$ cat config.mk
export PLATFORM = sky130hd
export DESIGN_NAME = alu_seq
export DESIGN_NICKNAME = d
export VERILOG_FILES = /design/src/rtl/alu_seq.sv
export SDC_FILE = /design/constraint.sdc
export NUM_CORES = 1
export LEC_CHECK = 0
export CORE_MARGIN = 2
export CORE_UTILIZATION = 49
export CTS_BUF_LIST = sky130_fd_sc_hd__clkbuf_8
export DETAILED_ROUTE_END_ITERATION = 6
export PLACE_DENSITY = 0.82
export SLEW_MARGIN = 30
export SYNTH_ARGS = -nofsm -noshare
export SYNTH_HDL_FRONTEND = slang
export SYNTH_SLANG_ARGS = --single-unit
export TNS_END_PERCENT = 20
$ cat constraint.sdc
create_clock -name clk -period 1.2 [get_ports clk]
set_input_delay 0.18 -clock clk [delete_from_list [all_inputs] [get_ports clk]]
set_output_delay 0.18 -clock clk [all_outputs]
set_load 0.01 [all_outputs]
$ cat src/rtl/alu_seq.sv
// alu_seq: sequenced ALU with a valid/ready handshake, registered result and C/V/N/Z flags.
// Define ALU_SEQ_DECIMAL_EN to compile in the ADJ state for BCD ADD/SUB.
module alu_seq #(
  parameter int WIDTH = 8
) (
  input  logic             clk,
  input  logic             resetn,
  input  logic             in_valid,
  output logic             in_ready,
  input  logic [2:0]       alu_control,
  input  logic             alu_decimal,
  input  logic [WIDTH-1:0] alu_AI,
  input  logic [WIDTH-1:0] alu_BI,
  input  logic             alu_carry_in,
  output logic             out_valid,
  input  logic             out_ready,
  output logic [WIDTH-1:0] alu_Y,
  output logic             alu_carry_out,
  output logic             alu_overflow,
  output logic             alu_negative,
  output logic             alu_zero
);

  localparam logic [2:0] OP_ADD = 3'b000;
  localparam logic [2:0] OP_SUB = 3'b001;
  localparam logic [2:0] OP_AND = 3'b010;
  localparam logic [2:0] OP_OR  = 3'b011;
  localparam logic [2:0] OP_XOR = 3'b100;
  localparam logic [2:0] OP_SR  = 3'b101;
  localparam logic [2:0] OP_SL  = 3'b110;

`ifdef ALU_SEQ_DECIMAL_EN
  typedef enum logic [1:0] {IDLE = 2'd0, ADJ = 2'd1, DONE = 2'd2} state_t;
`else
  typedef enum logic [1:0] {IDLE = 2'd0, DONE = 2'd2} state_t;
`endif

  state_t           state_q, state_d;
  logic [WIDTH-1:0] y_q, y_d;
  logic             c_q, c_d, v_q, v_d, n_q, n_d, z_q, z_d;
  logic [WIDTH+1:0] bin_res;

  // Returns {V, C, Y} for the binary interpretation of an opcode.
  function automatic logic [WIDTH+1:0] alu_bin(input logic [2:0] op, input logic [WIDTH-1:0] a,
                                               input logic [WIDTH-1:0] b, input logic cin);
    logic [WIDTH:0]   sum;
    logic [WIDTH-1:0] y;
    logic             c, v;
    sum = '0;
    y   = '0;
    c   = 1'b0;
    v   = 1'b0;
    case (op)
      OP_ADD: begin
        sum = {1'b0, a} + {1'b0, b} + {{WIDTH{1'b0}}, cin};
        y   = sum[WIDTH-1:0];
        c   = sum[WIDTH];
        v   = (a[WIDTH-1] == b[WIDTH-1]) && (y[WIDTH-1] != a[WIDTH-1]);
      end
      OP_SUB: begin
        sum = {1'b0, a} + {1'b0, ~b} + {{WIDTH{1'b0}}, cin};
        y   = sum[WIDTH-1:0];
        c   = sum[WIDTH];
        v   = (a[WIDTH-1] != b[WIDTH-1]) && (y[WIDTH-1] != a[WIDTH-1]);
      end
      OP_AND:  y = a & b;
      OP_OR:   y = a | b;
      OP_XOR:  y = a ^ b;
      OP_SR: begin
        y = {cin, a[WIDTH-1:1]};
        c = a[0];
      end
      OP_SL: begin
        y = {a[WIDTH-2:0], cin};
        c = a[WIDTH-1];
      end
      default: y = a;
    endcase
    return {v, c, y};
  endfunction

  assign bin_res = alu_bin(alu_control, alu_AI, alu_BI, alu_carry_in);

`ifdef ALU_SEQ_DECIMAL_EN
  logic [WIDTH-1:0] a_q, a_d, b_q, b_d;
  logic             cin_q, cin_d, sub_q, sub_d;
  logic [WIDTH:0]   dec_res;
  logic             dec_req;

  // Nibble-serial BCD adjust; the digit carry chain replaces the binary one.
  function automatic logic [WIDTH:0] dec_calc(input logic [WIDTH-1:0] a, input logic [WIDTH-1:0] b,
                                              input logic cin, input logic sub);
    logic [4:0]       s;
    logic [WIDTH-1:0] y;
    logic             c;
    c = cin;
    y = '0;
    for (int i = 0; i < WIDTH / 4; i++) begin
      s = {1'b0, a[4*i +: 4]} + {1'b0, (sub ? ~b[4*i +: 4] : b[4*i +: 4])} + {4'b0000, c};
      if (!sub) begin
        c = (s > 5'd9);
        if (c) s = s + 5'd6;
      end else begin
        c = s[4];
        if (!c) s = s - 5'd6;
      end
      y[4*i +: 4] = s[3:0];
    end
    return {c, y};
  endfunction

  assign dec_req = alu_decimal && ((alu_control == OP_ADD) || (alu_control == OP_SUB));
  assign dec_res = dec_calc(a_q, b_q, cin_q, sub_q);
`else
  logic unused_decimal;
  assign unused_decimal = alu_decimal;
`endif

  always_comb begin
    state_d = state_q;
    y_d     = y_q;
    c_d     = c_q;
    v_d     = v_q;
    n_d     = n_q;
    z_d     = z_q;
`ifdef ALU_SEQ_DECIMAL_EN
    a_d     = a_q;
    b_d     = b_q;
    cin_d   = cin_q;
    sub_d   = sub_q;
`endif
    case (state_q)
      IDLE: begin
        if (in_valid) begin
          state_d = DONE;
          y_d     = bin_res[WIDTH-1:0];
          c_d     = bin_res[WIDTH];
          v_d     = bin_res[WIDTH+1];
          n_d     = bin_res[WIDTH-1];
          z_d     = (bin_res[WIDTH-1:0] == '0);
`ifdef ALU_SEQ_DECIMAL_EN
          // V_q keeps the binary overflow; ADJ only rewrites Y, C, N, Z.
          if (dec_req) begin
            state_d = ADJ;
            a_d     = alu_AI;
            b_d     = alu_BI;
            cin_d   = alu_carry_in;
            sub_d   = alu_control[0];
          end
`endif
        end
      end
`ifdef ALU_SEQ_DECIMAL_EN
      ADJ: begin
        state_d = DONE;
        y_d     = dec_res[WIDTH-1:0];
        c_d     = dec_res[WIDTH];
        n_d     = dec_res[WIDTH-1];
        z_d     = (dec_res[WIDTH-1:0] == '0);
      end
`endif
      DONE: begin
        if (out_ready) state_d = IDLE;
      end
      default: state_d = IDLE;
    endcase
  end

  always_ff @(posedge clk or negedge resetn) begin
    if (!resetn) begin
      state_q <= IDLE;
      y_q     <= '0;
      c_q     <= 1'b0;
      v_q     <= 1'b0;
      n_q     <= 1'b0;
      z_q     <= 1'b0;
`ifdef ALU_SEQ_DECIMAL_EN
      a_q     <= '0;
      b_q     <= '0;
      cin_q   <= 1'b0;
      sub_q   <= 1'b0;
`endif
    end else begin
      state_q <= state_d;
      y_q     <= y_d;
      c_q     <= c_d;
      v_q     <= v_d;
      n_q     <= n_d;
      z_q     <= z_d;
`ifdef ALU_SEQ_DECIMAL_EN
      a_q     <= a_d;
      b_q     <= b_d;
      cin_q   <= cin_d;
      sub_q   <= sub_d;
`endif
    end
  end

  assign in_ready      = (state_q == IDLE);
  assign out_valid     = (state_q == DONE);
  assign alu_Y         = y_q;
  assign alu_carry_out = c_q;
  assign alu_overflow  = v_q;
  assign alu_negative  = n_q;
  assign alu_zero      = z_q;

endmodule

==> metrics, run 1 <==
sequential-to-total area share from yosys stat 15.4%; Worst EP arrival 2.36 ns; nets@finish 414; clock sink count 12; fmax 0.449 GHz; Avg Cell Area, Syn 7.94 sq um; Max Cap Viol 0; gr ovfl total 0; hold_ws 0.231 ns; CP required 1.33 ns; total power 2.58 mW; setup violators final 11; most numerous cell in the Yosys netlist inv_1; failing checks negative setup slack; critical path peak fanout 3; Top FF cell, synth dfrtp_1; row count 22; share of cells above drive strength 1 44.0%; DRC violations left 0; Cell Area, Synth 1950 sq um; top cells by area, synth dfrtp_1, ha_1, a21oi_1, inv_1, nand2_1; clock skew 0.00466 ns; Critical Path Start Type input port; asr flop ratio synth 100%; yosys warns 0; Inserted Clock Buffers 3; Clock transition at path regs 0.05 ns; Max rail drop VDD 0.349 mV; post-synthesis compound-gate area fraction 29.1%; Pwr Density 789 nW/um^2; Synth Net Count 297; Final Cell Area 3270 sq um; Gate Count Post-Synth 245; XOR/XNOR share of the synthesized area 3.60%; Tightest Hold Check Type input port to asynchronous set/reset pin; Post-synth EDFFs 0; post-DR wirelength/cell 19.6 um; post-route ant nets 0; Die Area 4490 sq um; Synth area leader dfrtp_1; CTS tree built; initial antenna violation count 0; CP peak stage delay 0.37 ns; Die Y 67.0 um; share of the core filled with cells 87.3%; 1st-iter DRT viols 257; Synth top area share 15.4%; Netlist cell types 61; Register Area 300 sq um; CP bufs+invs 4; post-DR vias/cell 6.18; number of fill cells 176; Crit. End Element register; Slew HR 72.4%; CORE AREA 3740 sq um; clk_lat worst skew 0.25 ns; area share of fa/ha/maj cells after synthesis 18.9%; RSZ-0062 raised after global routing true; Final Hold Viols 0; hold_buf cts 0; mux share of post-synthesis cell area 4.76%; first-pass GRT wire length 11.7 mm; diodes inserted 0; max-slew violations 0; Synth Area in Simple Gates 17.9%; Static Leakage 1.53 nW; fin crit share 186%; worst path cell trace buf_8 > clkinvlp_4 > fa_2 > inv_2 > fa_2 > a21oi_2 > o21bai_1 > a21o_1 > buf_4 > o2bb2ai_1 > xor2_1 > a21oi_2 > a41o_1; main combinational cell family by area after synthesis compound AO/OA/AOI/OAI gates; Final HPWL DP 4.99 mm; Initial Util 52.0%; CTS Buffer Depth 2; routed wire length 8.02 mm; Tmin final 2.23 ns; drt pass-1 iters 5; worst slew pin tran 0.409 ns; crit path kind input port to register; routability cong. 0.938; gr usage total 34.8%; IO Pins 39; via count 2526; CTS H-tree lvls 1; area grow syn2layout 67.9%; clk root buf clkbuf_8; PortBufs 37; Die W 67.0 um; vias in the first global route 2444; multi-input logic area 1690 sq um; largest net degree at the start of global routing 17; placed inst area 2920 sq um; Crit path max-delay family compound AO/OA/AOI/OAI gates; top cells by count, synth inv_1, nand2_1, a21oi_1, ha_1, nor2_1; dpl cells 395; CP max-delay cell fa_2; worst setup margin -1.03 ns; FF+latch count, synth 12; outcome finished with violations; Finished Layout Cells 409
[final cells by class]
cell class                 instances  area share, %
sequential                        12           9.19
clock buffer                       4           1.69
multi-input combinational        190           51.6
tap                               48           1.84
inverter                          29           3.60
timing repair buffer             126           32.1
[registers in the layout, summed over array words and instances, names as in the netlist]
| register | cells |
|---|---|
| alu_overflow | 1 |
| alu_Y | 8 |
| alu_zero | 1 |
| state_q | 1 |
| alu_carry_out | 1 |
[kinds of logic after synthesis]
| kind of cell | count (synthesis) |
|---|---|
| compound gates | 82 |
| buf+inv | 43 |
| mux | 6 |
| simple gates | 67 |
| xor+xnor | 8 |
| fa+ha+maj | 27 |
| flops | 12 |
[where the power goes]
group / internal [mW] / switching, mW
registers: 0.490 / 0.0416
logic: 0.794 / 0.805
clock network: 0.290 / 0.156
[per-stage QoR]
step	setup TNS, ns	setup slack (ns)
after floorplan	-6.89	-0.975
after global placement	-15.21	-1.61
after detailed placement	-16.23	-1.69
after CTS	-8.47	-1.04
after global routing	-9.89	-1.10
final	-9.20	-1.03
[timing repair]
item | CTS | global route
buffers inserted | 7 | 3
endpoints found under the setup margin | 25 | 12
pin swaps | 33 | 14
gates resized for setup | 92 | 14
[per-layer routing]
| layer | up-vias | wire [um] | global-route usage [%] | part of all wire (%) |
|---|---|---|---|---|
| li1 | 1107 | - | - | - |
| met1 | 1185 | 2990 | 39.5 | 37 |
| met5 | - | 0 | 0 | 0 |
| met4 | 0 | 448 | 19.6 | 5.6 |
| met2 | 179 | 3860 | 60.9 | 48 |
| met3 | 55 | 719 | 5.57 | 9.0 |
[cell usage in the layout (no fill, tap or decap), types with 4 or more instances in the layout]
cell type        instances
buf_6                    8
fa_2                     4
dfrtp_1                 12
clkbuf_8                 4
xnor2_1                  5
inv_2                    9
ha_2                     4
clkdlybuf4s50_1         10
dlygate4sd2_1           23
inv_1                   17
nand2b_1                 4
nand3_1                  5
o21ai_1                 10
a21oi_2                  6
buf_4                   82
nor2_1                  13
o21ai_0                 10
ha_4                     6
a211oi_2                 4
ha_1                    13
a21oi_1                 17
o31ai_1                  4
nand2_1                 24
[worst register-to-register path, stage by stage (launching register included)]
cell	delay [ns]
dfrtp_1	0.38
inv_2	0.06
o211ai_1	0.14
a2111oi_4	0.33
nand2_1	0.08
and4bb_1	0.24
a41o_1	0.14
[final timing paths]
kind | startpoint | endpoint | slack [ns] | cells past startpoint
min in group clk | alu_overflow | alu_overflow | 0.49 | 2
max in group asynchronous | resetn | alu_Y[0] | 0.82 | 2
worst max-delay path | alu_AI[0] | alu_zero | -1.03 | 13
worst max register to register | state_q[1] | alu_zero | -0.23 | 6
worst min-delay path | resetn | alu_Y[7] | 0.23 | 2
worst min register to register | alu_overflow | alu_overflow | 0.49 | 2
No activity file was read; power rests on OpenSTA's default activity.
==> run 2: changes to the inputs <==
- clock period: 1.2 -> 1.9 ns (I/O delays scaled with it)
==> metrics, run 2 (synthesis results as in run 1) <==
outcome finished with violations (unchanged); failing checks negative setup slack (unchanged); worst setup slack after placement -1.13 ns (was -1.69 ns); RSZ-0062 raised after global routing true (unchanged); critical path peak fanout 2 (was 3); Final Hold Viols 0 (unchanged); largest net degree at the start of global routing 22 (was 17); worst slew pin tran 0.518 ns (was 0.409 ns); CTS H-tree lvls 1 (unchanged); DRC violations left 0 (unchanged); Initial Util 52.0% (unchanged); Die Y 67.0 um (unchanged); placed inst area 2870 sq um (was 2920 sq um); Max Cap Viol 0 (unchanged); worst setup margin -0.432 ns (was -1.03 ns); r2r startpoint state_q[1] (unchanged); Worst EP arrival 2.46 ns (was 2.36 ns); Inserted Clock Buffers 3 (unchanged); Die W 67.0 um (unchanged); most common cell after layout, fill and taps aside buf_4 (unchanged); PortBufs 37 (unchanged); post-DR vias/cell 6.17 (was 6.18); 1st-iter DRT viols 313 (was 257); clock skew 0.00211 ns (was 0.00466 ns); CP required 2.03 ns (was 1.33 ns); routability cong. 0.893 (was 0.938); nets@finish 405 (was 414); CORE AREA 3740 sq um (unchanged); diodes inserted 0 (unchanged); first-pass GRT wire length 10.2 mm (was 11.7 mm); max reg flops 8 (unchanged); clk root buf clkbuf_8 (unchanged); Die Area 4490 sq um (unchanged); routed wire length 7.52 mm (was 8.02 mm); Crit. End Element register (unchanged); post-DR wirelength/cell 18.9 um (was 19.6 um); via count 2463 (was 2526); R2R Path End alu_zero (unchanged); initial antenna violation count 0 (unchanged); hold_buf cts 0 (unchanged); setup TNS -2.53 ns (was -9.20 ns); clock sink count 12 (unchanged); setup violators final 10 (was 11); gr ovfl total 0 (unchanged); Critical Path Start Type input port (unchanged); drt pass-1 iters 5 (unchanged); crit path kind input port to register (unchanged); IO Pins 39 (unchanged); fmax 0.429 GHz; number of fill cells 199 (was 176); gr usage total 30.3% (was 34.8%); reg2reg setup slack 0.38 ns (was -0.23 ns); max-slew violations 0 (unchanged); share of cells above drive strength 1 42.7% (was 44.0%); CTS tree built (unchanged); Tightest Hold Check Type input port to asynchronous set/reset pin (unchanged); Clock transition at path regs 0.05 ns (about the same); Final HPWL DP 4.65 mm (was 4.99 mm); area grow syn2layout 65.7% (was 67.9%); worst reg-to-reg path cell count 6 (unchanged); CTS Buffer Depth 2 (unchanged); fin crit share 123%; Final Cell Area 3220 sq um (was 3270 sq um); clk_lat worst skew 0.24 ns (was 0.25 ns); Static Leakage 1.49 nW (was 1.53 nW); Max rail drop VDD 0.215 mV (was 0.349 mV); Tmin final 2.33 ns; Slew HR 65.4% (was 72.4%); row count 22 (unchanged); hold_ws 0.390 ns (was 0.231 ns); most frequent cells in the layout buf_4, nand2_1, clkdlybuf4s50_1, a21oi_1, inv_1 (was buf_4, nand2_1, dlygate4sd2_1, inv_1, a21oi_1); post-route ant nets 0 (unchanged); Pwr Density 492 nW/um^2 (was 789 nW/um^2); vias in the first global route 2217 (was 2444)
[run 2: changes by cell type in the layout (fill, tap and decap cells not counted), moves of 2 or more]
| cell | delta |
|---|---|
| buf_4 | -6 |
| buf_6 | -5 |
| nor2_2 | +2 |
| clkdlybuf4s50_1 | +14 |
| o21ai_0 | -2 |
| a211oi_2 | -2 |
| dlymetal6s2s_1 | +6 |
| o21ai_1 | +2 |
| nor2_1 | -2 |
| dlygate4sd2_1 | -19 |
[run 2: metal layers]
layer	part of all wire [%]	vias to the layer above	wire [um]	track usage, %
li1	-	1076	-	-
met1	34	1102	2550	33.5
met2	48	209	3620	54.5
met3	10	76	771	4.22
met4	7.8	0	584	17.1
met5	0	-	0	0
[run 2: per-stage QoR]
stage,power [mW],util (%),instances
after detailed placement,1.18,76.6,389
after CTS,1.47,81.4,393
after global placement,1.15,76.6,389
final,1.59,86.1,399
after floorplan,0.757,-,245
after global routing,1.67,86.1,399
[run 2: worst max path at each step]
stage / from / to / slack [ns] / cells past startpoint
after floorplan: alu_AI[0] / alu_zero / -0.38 / 9
after global placement: alu_AI[0] / alu_zero / -1.03 / 11
after detailed placement: alu_AI[0] / alu_zero / -1.13 / 11
after CTS: alu_AI[0] / alu_zero / -0.47 / 11
after global routing: alu_BI[0] / alu_zero / -0.58 / 12
final: alu_BI[0] / alu_zero / -0.43 / 12
[run 2: worst max-delay path, stage by stage]
cell and delay (ns):
buf_8 0.10, buf_6 0.11, fa_2 0.40, fa_2 0.36
buf_6 0.13, nor2_4 0.11, o211ai_1 0.12, a21oi_2 0.22
o2bb2ai_2 0.07, xor2_1 0.22, a21oi_2 0.11, a41o_1 0.23
[run 2: timing repair]
action	in CTS	in global routing
buffers inserted	1	6
endpoints found under the setup margin	11	11
resized for setup	52	36
pin swaps	25	24
endpoints found under the hold margin	0	0
[run 2: final cells by class]
type	count	area (sq um)	area share, %
clock buffers	3	41.3	1.28
well taps	48	60.1	1.86
flip-flops and latches	12	300	9.32
repair buffers	117	1010	31.3
multi-input cells	190	1690	52.6
inverters	29	118	3.65
[run 2: where the power goes]
part	switching, mW	total, mW	internal, mW
Sequential	0.0287	0.339	0.310
Combinational	0.496	1.02	0.524
Clock	0.0871	0.226	0.139
